### config.mk
export PLATFORM = sky130hd
export DESIGN_NAME = neuron_mac_flat
export DESIGN_NICKNAME = d
export VERILOG_FILES = /design/src/rtl/ann_pkg.sv /design/src/rtl/neuron_mac_if.sv /design/src/rtl/neuron_mac_act_sat.sv /design/src/rtl/neuron_mac.sv /design/src/flat_wrapper.sv
export SDC_FILE = /design/constraint.sdc
export NUM_CORES = 1
export LEC_CHECK = 0
export BUFFER_PORTS_ARGS = -buffer_cell sky130_fd_sc_hd__buf_2
export CORE_ASPECT_RATIO = 0.6
export CORE_UTILIZATION = 59
export CTS_BUF_LIST = sky130_fd_sc_hd__clkbuf_8
export CTS_CLUSTER_SIZE = 28
export DETAILED_ROUTE_END_ITERATION = 7
export GPL_TIMING_DRIVEN = 0
export PLACE_DENSITY = 0.91
export SLEW_MARGIN = 0
export SYNTH_ARGS = -nofsm -noshare
export SYNTH_HDL_FRONTEND = slang
export SYNTH_HIERARCHICAL = 1
export SYNTH_SLANG_ARGS = --single-unit
export TNS_END_PERCENT = 100
### constraint.sdc
create_clock -name clk -period 12 [get_ports clk]
set_input_delay 0.6 -clock clk [delete_from_list [all_inputs] [get_ports clk]]
set_output_delay 0.6 -clock clk [all_outputs]
set_load 0.1 [all_outputs]
### src/rtl/ann_pkg.sv
// Shared types and elaboration-time helpers for the serial MAC neuron.
// Used by the neuron top level and its activation/saturation stage.
package ann_pkg;

    typedef enum logic [1:0] {IDLE, ACC, BIAS, ACT} state_t;

    function automatic int dataWidth(input int featureWide);
        return featureWide + 16;
    endfunction

    // Ceiling log2; clog2(1) is 0.
    function automatic int clog2(input int n);
        int r;
        r = 0;
        for (int i = 0; i < 31; i++) begin
            if ((1 << i) < n) r = i + 1;
        end
        return r;
    endfunction

    function automatic longint sat_signed(input longint value, input int width);
        longint maxVal;
        longint minVal;
        maxVal = (longint'(1) <<< (width - 1)) - 1;
        minVal = -(longint'(1) <<< (width - 1));
        if (value > maxVal) return maxVal;
        if (value < minVal) return minVal;
        return value;
    endfunction

endpackage

### src/rtl/neuron_mac_if.sv
// Sample stream into the neuron and result stream out of it.
// The upstream serializer drives the master side; the neuron is the slave.
interface neuron_mac_if #(
    parameter int DATA_W = 20
) ();

    logic                     in_valid;
    logic                     in_ready;
    logic signed [DATA_W-1:0] in_data;
    logic signed [DATA_W-1:0] result;
    logic                     out_valid;

    modport master (
        output in_valid,
        output in_data,
        input  in_ready,
        input  result,
        input  out_valid
    );

    modport slave (
        input  in_valid,
        input  in_data,
        output in_ready,
        output result,
        output out_valid
    );

endinterface

### src/rtl/neuron_mac_act_sat.sv
// Output stage: drops the weight fraction bits, applies optional ReLU and clamps
// to the output width, registering the result with a one-cycle valid pulse.
module act_sat
    import ann_pkg::*;
#(
    parameter int ACC_W   = 41,
    parameter int DATA_W  = 20,
    parameter int FRAC_W  = 8,
    parameter int RELU_EN = 1
) (
    input  logic                     clk,
    input  logic                     rst_n,
    input  logic                     i_clear,
    input  logic                     i_en,
    input  logic signed [ACC_W-1:0]  i_acc,
    output logic signed [DATA_W-1:0] o_result,
    output logic                     o_valid
);

    logic signed [ACC_W-1:0]  w_shift;
    logic signed [ACC_W-1:0]  w_relu;
    logic signed [DATA_W-1:0] w_sat;
    logic signed [DATA_W-1:0] r_result;
    logic                     r_valid;

    // Arithmetic shift rounds toward -inf, matching floor of the fixed-point value.
    assign w_shift = i_acc >>> FRAC_W;
    assign w_relu  = ((RELU_EN != 0) && (w_shift < 0)) ? '0 : w_shift;
    assign w_sat   = DATA_W'(sat_signed(longint'(w_relu), DATA_W));

    // result is only updated on a completed inference; clear kills the pulse only.
    always_ff @(posedge clk or negedge rst_n) begin
        if (!rst_n) begin
            r_result <= '0;
            r_valid  <= 1'b0;
        end else if (i_clear) begin
            r_valid  <= 1'b0;
        end else begin
            r_valid <= i_en;
            if (i_en) r_result <= w_sat;
        end
    end

    assign o_result = r_result;
    assign o_valid  = r_valid;

endmodule

### src/rtl/neuron_mac.sv
// Serial multiply-accumulate neuron: one weighted sample per accepted beat,
// then bias, activation and saturation back to the input sample width.
module neuron_mac
    import ann_pkg::*;
#(
    parameter int FEATURE_WIDE = 4,
    parameter int IN_NUM       = 12,
    parameter int WEIGHT_W     = 16,
    parameter int FRAC_W       = 8,
    parameter int RELU_EN      = 1,
    localparam int DATA_W      = dataWidth(FEATURE_WIDE)
) (
    input  logic                         clk,
    input  logic                         rst_n,
    input  logic                         i_clear,
    input  logic [IN_NUM*WEIGHT_W-1:0]   i_weights,
    input  logic signed [DATA_W-1:0]     i_bias,
    neuron_mac_if.slave                  bus
);

    localparam int ACC_W = DATA_W + WEIGHT_W + clog2(IN_NUM) + 1;
    localparam int CNT_W = (clog2(IN_NUM + 1) < 1) ? 1 : clog2(IN_NUM + 1);

    state_t                     r_state;
    state_t                     w_stateNext;
    logic [CNT_W-1:0]           r_cnt;
    logic signed [ACC_W-1:0]    r_acc;
    logic                       w_accept;
    logic                       w_inReady;
    logic                       w_actEn;
    logic signed [WEIGHT_W-1:0] w_weight;
    logic signed [DATA_W-1:0]   w_data;
    logic signed [ACC_W-1:0]    w_prod;
    logic signed [ACC_W-1:0]    w_biasExt;
    logic signed [DATA_W-1:0]   w_result;
    logic                       w_outValid;

    always_comb begin
        w_weight = '0;
        for (int i = 0; i < IN_NUM; i++) begin
            if (r_cnt == CNT_W'(i)) w_weight = i_weights[i*WEIGHT_W +: WEIGHT_W];
        end
    end

    assign w_data    = bus.in_data;
    assign w_prod    = ACC_W'(w_data) * ACC_W'(w_weight);
    assign w_biasExt = ACC_W'(i_bias) <<< FRAC_W;

    always_ff @(posedge clk or negedge rst_n) begin
        if (!rst_n) r_state <= IDLE;
        else        r_state <= w_stateNext;
    end

    // Clear overrides everything, including a sample arriving in the same cycle.
    always_comb begin
        w_stateNext = r_state;
        w_accept    = 1'b0;
        w_inReady   = 1'b0;
        w_actEn     = 1'b0;
        case (r_state)
            IDLE: begin
                w_inReady = 1'b1;
                if (bus.in_valid) begin
                    w_accept = 1'b1;
                    if (IN_NUM == 1) w_stateNext = BIAS;
                    else             w_stateNext = ACC;
                end
            end
            ACC: begin
                w_inReady = 1'b1;
                if (bus.in_valid) begin
                    w_accept = 1'b1;
                    if (r_cnt == CNT_W'(IN_NUM - 1)) w_stateNext = BIAS;
                end
            end
            BIAS: w_stateNext = ACT;
            ACT: begin
                w_actEn     = 1'b1;
                w_stateNext = IDLE;
            end
            default: w_stateNext = IDLE;
        endcase
        if (i_clear) begin
            w_stateNext = IDLE;
            w_accept    = 1'b0;
            w_actEn     = 1'b0;
        end
    end

    always_ff @(posedge clk or negedge rst_n) begin
        if (!rst_n) begin
            r_acc <= '0;
            r_cnt <= '0;
        end else if (i_clear) begin
            r_acc <= '0;
            r_cnt <= '0;
        end else if (w_accept) begin
            r_acc <= (r_state == IDLE) ? w_prod : r_acc + w_prod;
            r_cnt <= r_cnt + CNT_W'(1);
        end else if (r_state == BIAS) begin
            r_acc <= r_acc + w_biasExt;
        end else if (w_actEn) begin
            r_cnt <= '0;
        end
    end

    act_sat #(
        .ACC_W   (ACC_W),
        .DATA_W  (DATA_W),
        .FRAC_W  (FRAC_W),
        .RELU_EN (RELU_EN)
    ) u_actSat (
        .clk      (clk),
        .rst_n    (rst_n),
        .i_clear  (i_clear),
        .i_en     (w_actEn),
        .i_acc    (r_acc),
        .o_result (w_result),
        .o_valid  (w_outValid)
    );

    assign bus.in_ready  = w_inReady;
    assign bus.result    = w_result;
    assign bus.out_valid = w_outValid;

endmodule
### src/flat_wrapper.sv
// flat-port wrapper written by rule: the top's interface ports become plain ports
module neuron_mac_flat import ann_pkg::*;
#(
    parameter int FEATURE_WIDE = 4,
    parameter int IN_NUM       = 12,
    parameter int WEIGHT_W     = 16,
    parameter int FRAC_W       = 8,
    parameter int RELU_EN      = 1,
    localparam int DATA_W      = dataWidth(FEATURE_WIDE)
)
  (clk, rst_n, i_clear, i_weights, i_bias, bus_in_valid, bus_in_data, bus_in_ready, bus_result, bus_out_valid);
  neuron_mac_if bus_i ();
  input  logic clk;
  input  logic rst_n;
  input  logic i_clear;
  input  logic [IN_NUM*WEIGHT_W-1:0] i_weights;
  input  logic signed [DATA_W-1:0] i_bias;
  input wire logic [$bits(bus_i.in_valid)-1:0] bus_in_valid;
  input wire logic [$bits(bus_i.in_data)-1:0] bus_in_data;
  output wire logic [$bits(bus_i.in_ready)-1:0] bus_in_ready;
  output wire logic [$bits(bus_i.result)-1:0] bus_result;
  output wire logic [$bits(bus_i.out_valid)-1:0] bus_out_valid;
  assign bus_i.in_valid = bus_in_valid;
  assign bus_i.in_data = bus_in_data;
  assign bus_in_ready = bus_i.in_ready;
  assign bus_result = bus_i.result;
  assign bus_out_valid = bus_i.out_valid;
  neuron_mac #(.FEATURE_WIDE(FEATURE_WIDE), .IN_NUM(IN_NUM), .WEIGHT_W(WEIGHT_W), .FRAC_W(FRAC_W), .RELU_EN(RELU_EN)) u_core (.clk(clk), .rst_n(rst_n), .i_clear(i_clear), .i_weights(i_weights), .i_bias(i_bias), .bus(bus_i));
endmodule
==> results.yml, run 1 <==
run_status:
  outcome: "completed"
clocking:
  cts_buffers: 9
  cts_max_path_buffers: 2
  clkLatencyLatePin_ns: 0.39
  clkTransAtPathRegs_ns: 0.09
  cts.sinks: 68
  root_buffer: "clkbuf_8"
  ctsHoldBuffers: 0
  cts_tree: "done"
  htree_levels: 3
worst_setup_path:
  max_stage_delay_ns: 0.56
  r2r_start: "u_core/r_cnt[0]"
  start_kind: "flip-flop"
  cp.required_ns: 12.28
  cp-end-kind: "flip-flop"
  cpMostUsedCell: "fa_1"
  crit_type: "reg -> reg"
  reg2reg_depth: 50
  reg2reg_slack_ns: 0.16
  r2r_end: "u_core/r_acc[40]"
  worstPathArrival_ns: 12.12
  path_max_fanout: 10
  critical-path-slowest-cell: "fa_1"
synth:
  synth_ff_type: "dfrtp_1"
  synth-edff-count: 0
  synth_cell_types: 77
  syn_area_um2: 20320
  yosysWarnings: 6
  synth-seq-cells: 68
  synthCells: 2407
  synthesis.nets: 3137
  async_reset_ff_share_pct: 100.0
  avgSynthCellArea_um2: 8.443
  yosysSeqAreaShare_pct: 8.373
global_route:
  grt_pass1_vias: 19496
  antenna_found_initial: 1
  grt_pass1_wl_mm: 107.4
  grt_start_max_net_pins: 69
  grtUsageTotal_pct: 39.73
  grt_overflow: 0
sta:
  slew_violations: 0
  fin_worst_skew_ns: 0.01807
  worst_pin_slew_ns: 0.9807
  setup_viol: 0
  min_period_ns: 11.84
  post-route-period-util_pct: 98.67
  whs_ns: 0.1916
  report.final.hold_viol_count: 0
  maxSlewHeadroom_pct: 34.38
  max_freq_ghz: 0.08446
routing:
  routed_wl_mm: 69.82
  wire_per_inst_um: 22.10
  dr.pass1.iters: 6
  dr_total_vias: 19271
  drc: 0
  viasPerCell: 6.100
  ant_nets: 0
  drt-initial-drc-count: 1915
hold_path:
  hold_class: "in -> async"
die:
  dieArea_um2: 35220
  rows: 52
  die_y_um: 145.8
  start_util_pct: 60.07
  num_io_pins: 258
  die_w_um: 241.6
  fp.coreArea_um2: 33830
cells_and_area:
  nNetsFinal: 3423
  area_growth_syn_to_layout_pct: 12.38
  layout-drive-gt1-share_pct: 15.01
  layout_commonest_cell: "inv_1"
  final_cell_mix: "391 x inv_1, 320 x fa_1, 268 x buf_2"
  nFillCells: 2833
run:
  maxCapViolations: 0
placed_design:
  portBuffers: 257
  hpwl_mm: 58.93
  gp_congestion: 1.056
flip-flops by register name (all words and copies together), names as in the netlist:
name and cells:
u_core/r_state 2, u_core/u_actSat/o_result 20, u_core/r_cnt 4, u_core/u_actSat/o_valid 1
u_core/r_acc 41
per-layer routing:
layer | track usage (%) | vias to the layer above | wire [µm]
met1 | 52.62 | 9423 | 27120
li1 | - | 8530 | -
met5 | 0 | - | 0
met4 | 16.18 | 0 | 3005
met2 | 61.82 | 1164 | 31350
met3 | 10.82 | 154 | 8339
per-stage QoR:
stage	instance area [µm²]	setup slack (ns)	std cells	setup TNS [ns]	utilization [%]
2_1_floorplan	20320	1.781	2407	0	-
3_3_place_gp	22180	-0.8249	3123	-4.128	65.57
3_5_place_dp	22210	-1.197	3124	-8.110	65.66
4_1_cts	22530	0.03419	3143	0	66.60
5_1_grt	22840	-0.1002	3158	-0.1002	67.50
6_report	22840	0.1597	3159	0	67.51
cell families after synthesis:
kind of cell | count (synthesis) | share of synthesized area (%)
adders and majority gates | 494 | 42.23
AOI/OAI and AO/OA | 569 | 18.89
and+or+nand+nor | 649 | 15.77
muxes | 15 | 0.7449
buffers and inverters | 513 | 9.727
DFF | 68 | 8.373
xor gates and xnor gates | 99 | 4.266
layout make-up:
class	count	area, µm²	share of cell area, %
Buffer	116	569.3	2.493
Tap cell	459	574.3	2.515
Multi-Input combinational cell	1826	16810	73.62
Timing Repair Buffer	278	1491	6.530
Clock buffer	9	123.9	0.5423
Inverter	394	1479	6.475
Antenna cell	2	5.005	0.02191
Clock inverter	7	80.08	0.3506
Sequential cell	68	1703	7.456
worst max-delay path: cells and delay by family, from the launching register on:
kind                       cells  cell delay (ns)
AOI/OAI and AO/OA             19             3.87
xor gates and xnor gates       2             0.69
adders and majority gates      9             3.76
buffers and inverters         10             1.29
DFF                            1             0.48
and+or+nand+nor               10             1.61
how the worst max path moves through the flow:
stage	startpoint	slack, ns	end	depth (start not counted)
finish	u_core/r_cnt[0]	0.16	u_core/r_acc[40]	50
global route	u_core/r_cnt[0]	-0.10	u_core/r_acc[40]	50
CTS	u_core/r_cnt[2]	0.03	u_core/r_acc[40]	47
detailed placement	u_core/r_cnt[0]	-1.20	u_core/r_acc[40]	48
global placement	u_core/r_cnt[1]	-0.82	u_core/r_acc[40]	47
floorplan	u_core/r_cnt[1]	1.78	u_core/r_acc[38]	48
synth_stat cells, drive strengths merged (5+ instances only):
library cell	instances	area share [%]
fa	320	32
a211o	9	0.39
clkbuf	94	1.7
a221oi	6	0.29
a221o	21	1.0
nor4	6	0.22
xor2	32	1.4
a22oi	69	2.5
and2	162	5.0
nor2b	12	0.37
nand2	240	4.4
or2	10	0.31
o21bai	14	0.52
a211oi	35	1.3
o211ai	44	1.6
ha	174	11
nand3	31	0.76
mux2i	14	0.69
nor2	104	1.9
inv	393	7.3
and3	20	0.62
o21a	10	0.37
a21o	52	1.9
a31oi	11	0.37
nand4	7	0.22
a311oi	5	0.22
xnor2	67	2.9
nor3	23	0.57
dfrtp	68	8.4
nor3b	5	0.24
a21oi	108	2.7
nand2b	12	0.41
buf	25	0.71
o21ai	144	3.7
timing repair:
item                       in CTS  in global routing
hold endpoints to repair        0                  0
resized for setup              32                 94
setup endpoints to repair      16                 14
setup buffers                   6                 14
pin swaps                       1                 14
Power of run 1 is not shown: default switching activity piles up to over one toggle a cycle in this logic, so the estimate is an artifact.
==> run 2: changes to the inputs <==
ABC_AREA = 1   (was unset)
CORE_UTILIZATION = 55   (was 59)
PLACE_DENSITY = 0.85   (was 0.91)
==> results.yml, run 2 <==
clocking:
  cts_tree: "done"
  clkTransAtPathRegs_ns: 0.08
  ctsHoldBuffers: 0
  post_cts_resized: 0
  cts.sinks: 68
  post_cts_buffers: 0
  clkLatencyLatePin_ns: 0.40
  htree_levels: 3
  cts_max_path_buffers: 2
  root_buffer: "clkbuf_8"
  cts_buffers: 9
sta:
  slew_violations: 0
  min_period_ns: 10.73
  rsz0062_at_grt: "false"
  worst_pin_slew_ns: 1.045
  finalSetupTns_ns: 0
  whs_ns: 0.2003
  setup_viol: 0
  report.final.hold_viol_count: 0
  maxSlewHeadroom_pct: 29.70
  max_freq_ghz: 0.09322
  post-route-period-util_pct: 89.39
  fin_worst_skew_ns: 0.01510
placed_design:
  gp_congestion: 1.106
  portBuffers: 246
  post-place-cells: 4447
  hpwl_mm: 82.95
die:
  dieArea_um2: 44110
  die_w_um: 270.5
  rows: 58
  die_y_um: 163.1
  start_util_pct: 56.32
  fp.coreArea_um2: 42240
  num_io_pins: 258
routing:
  routed_wl_mm: 95.73
  wire_per_inst_um: 21.45
  drc: 0
  dr.pass1.iters: 8
  drt-initial-drc-count: 3445
  ant_nets: 0
  viasPerCell: 5.754
  dr_total_vias: 25678
global_route:
  antenna_found_initial: 1
  grt_pass1_vias: 23482
  grt_overflow: 0
  grtUsageTotal_pct: 43.33
  grt_pass1_wl_mm: 142.5
  grt_start_max_net_pins: 69
synth:
  syn_area_um2: 23790
  synth_common_cells: "850 x nand2_1, 723 x inv_1, 409 x nor2_1"
  synth_top_area_share_pct: 26.93
  avgSynthCellArea_um2: 6.553
  synth_area_leaders: "fa_1 27%, nand2_1 13%, inv_1 11%"
  synth-edff-count: 0
  synth-seq-cells: 68
  synth_ff_type: "dfrtp_1"
  yosysTopAreaCell: "fa_1"
  synthCells: 3630
  yosysSeqAreaShare_pct: 7.153
  async_reset_ff_share_pct: 100.0
  synthesis.nets: 4360
  synth_most_common_cell: "nand2_1"
  yosysWarnings: 6
  synth_cell_types: 45
cells_and_area:
  largest_reg_flops: 41
  nNetsFinal: 4618
  layout.cells.non_filler: 4463
  regMostFlops: "u_core/r_acc"
  nFillCells: 4130
  area_growth_syn_to_layout_pct: 9.136
  final_cell_mix: "850 x nand2_1, 723 x inv_1, 409 x nor2_1"
  layout-drive-gt1-share_pct: 10.30
  num_antenna_cells: 0
  layout_commonest_cell: "nand2_1"
worst_setup_path:
  cp-end-kind: "flip-flop"
  cp.required_ns: 12.28
  max_stage_delay_ns: 0.67
  worstPathArrival_ns: 11.01
  crit_type: "reg -> reg"
  path_max_fanout: 10
  critical-path-slowest-cell: "fa_1"
  cpMostUsedCell: "nand2_1"
  start_kind: "flip-flop"
run:
  maxCapViolations: 0
run_status:
  outcome: "completed"
hold_path:
  hold_class: "in -> async"
run 2: metrics by stage:
| stage | instance area, µm² | util, % | worst slack (ns) |
|---|---|---|---|
| floorplan | 23790 | - | 4.115 |
| global placement | 25730 | 60.93 | 1.923 |
| detailed placement | 25760 | 61.00 | 1.845 |
| CTS | 25960 | 61.47 | 1.785 |
| global route | 25960 | 61.47 | 1.028 |
| finish | 25960 | 61.47 | 1.273 |
run 2: worst paths after layout:
path                                                   start                            to  slack, ns  depth (start not counted)
worst max-delay path                         u_core/r_cnt[0]              u_core/r_acc[37]       1.27                         43
worst min-delay path                                   rst_n              u_core/r_acc[37]       0.20                          2
worst max register to register               u_core/r_cnt[0]              u_core/r_acc[37]       1.27                         43
worst min register to register  u_core/u_actSat/o_result[18]  u_core/u_actSat/o_result[18]       0.48                          2
max in group asynchronous                              rst_n   u_core/u_actSat/o_result[8]      11.49                          2
min in group clk                                     i_clear       u_core/u_actSat/o_valid       0.46                          2
run 2: final cells by class:
cell class	instances	area (µm²)	share of cell area, %
well taps	570	713.2	2.747
clock buffers	9	123.9	0.4771
inverters	737	2766	10.66
clock inverters	7	75.07	0.2892
plain buffers	113	631.9	2.434
repair buffers	247	1261	4.858
multi-input cells	2712	18690	71.98
flip-flops and latches	68	1702	6.555
run 2: per-layer routing:
layer | vias to the layer above | GRT usage [%] | part of all wire (%)
li1 | 11679 | - | -
met1 | 12049 | 65.22 | 44
met2 | 1805 | 56.56 | 37
met3 | 138 | 18.54 | 16
met4 | 7 | 7.011 | 1.7
met5 | - | 5.373 | 0.37
run 2: kinds of logic after synthesis:
| kind of cell | after synthesis | synth area share [%] |
|---|---|---|
| flops | 68 | 7.153 |
| buf+inv | 850 | 14.29 |
| simple gates | 1832 | 33.21 |
| xor+xnor | 35 | 1.289 |
| fa+ha+maj | 494 | 36.08 |
| compound gates | 351 | 7.979 |
run 2: critical path, delay by kind of cell (launching register included):
| family | cells | cell delay [ns] |
|---|---|---|
| simple gates | 26 | 4.54 |
| fa+ha+maj | 9 | 4.30 |
| buf+inv | 6 | 0.92 |
| flops | 1 | 0.44 |
| compound gates | 2 | 0.36 |
Power of run 2 is left out for the same reason.
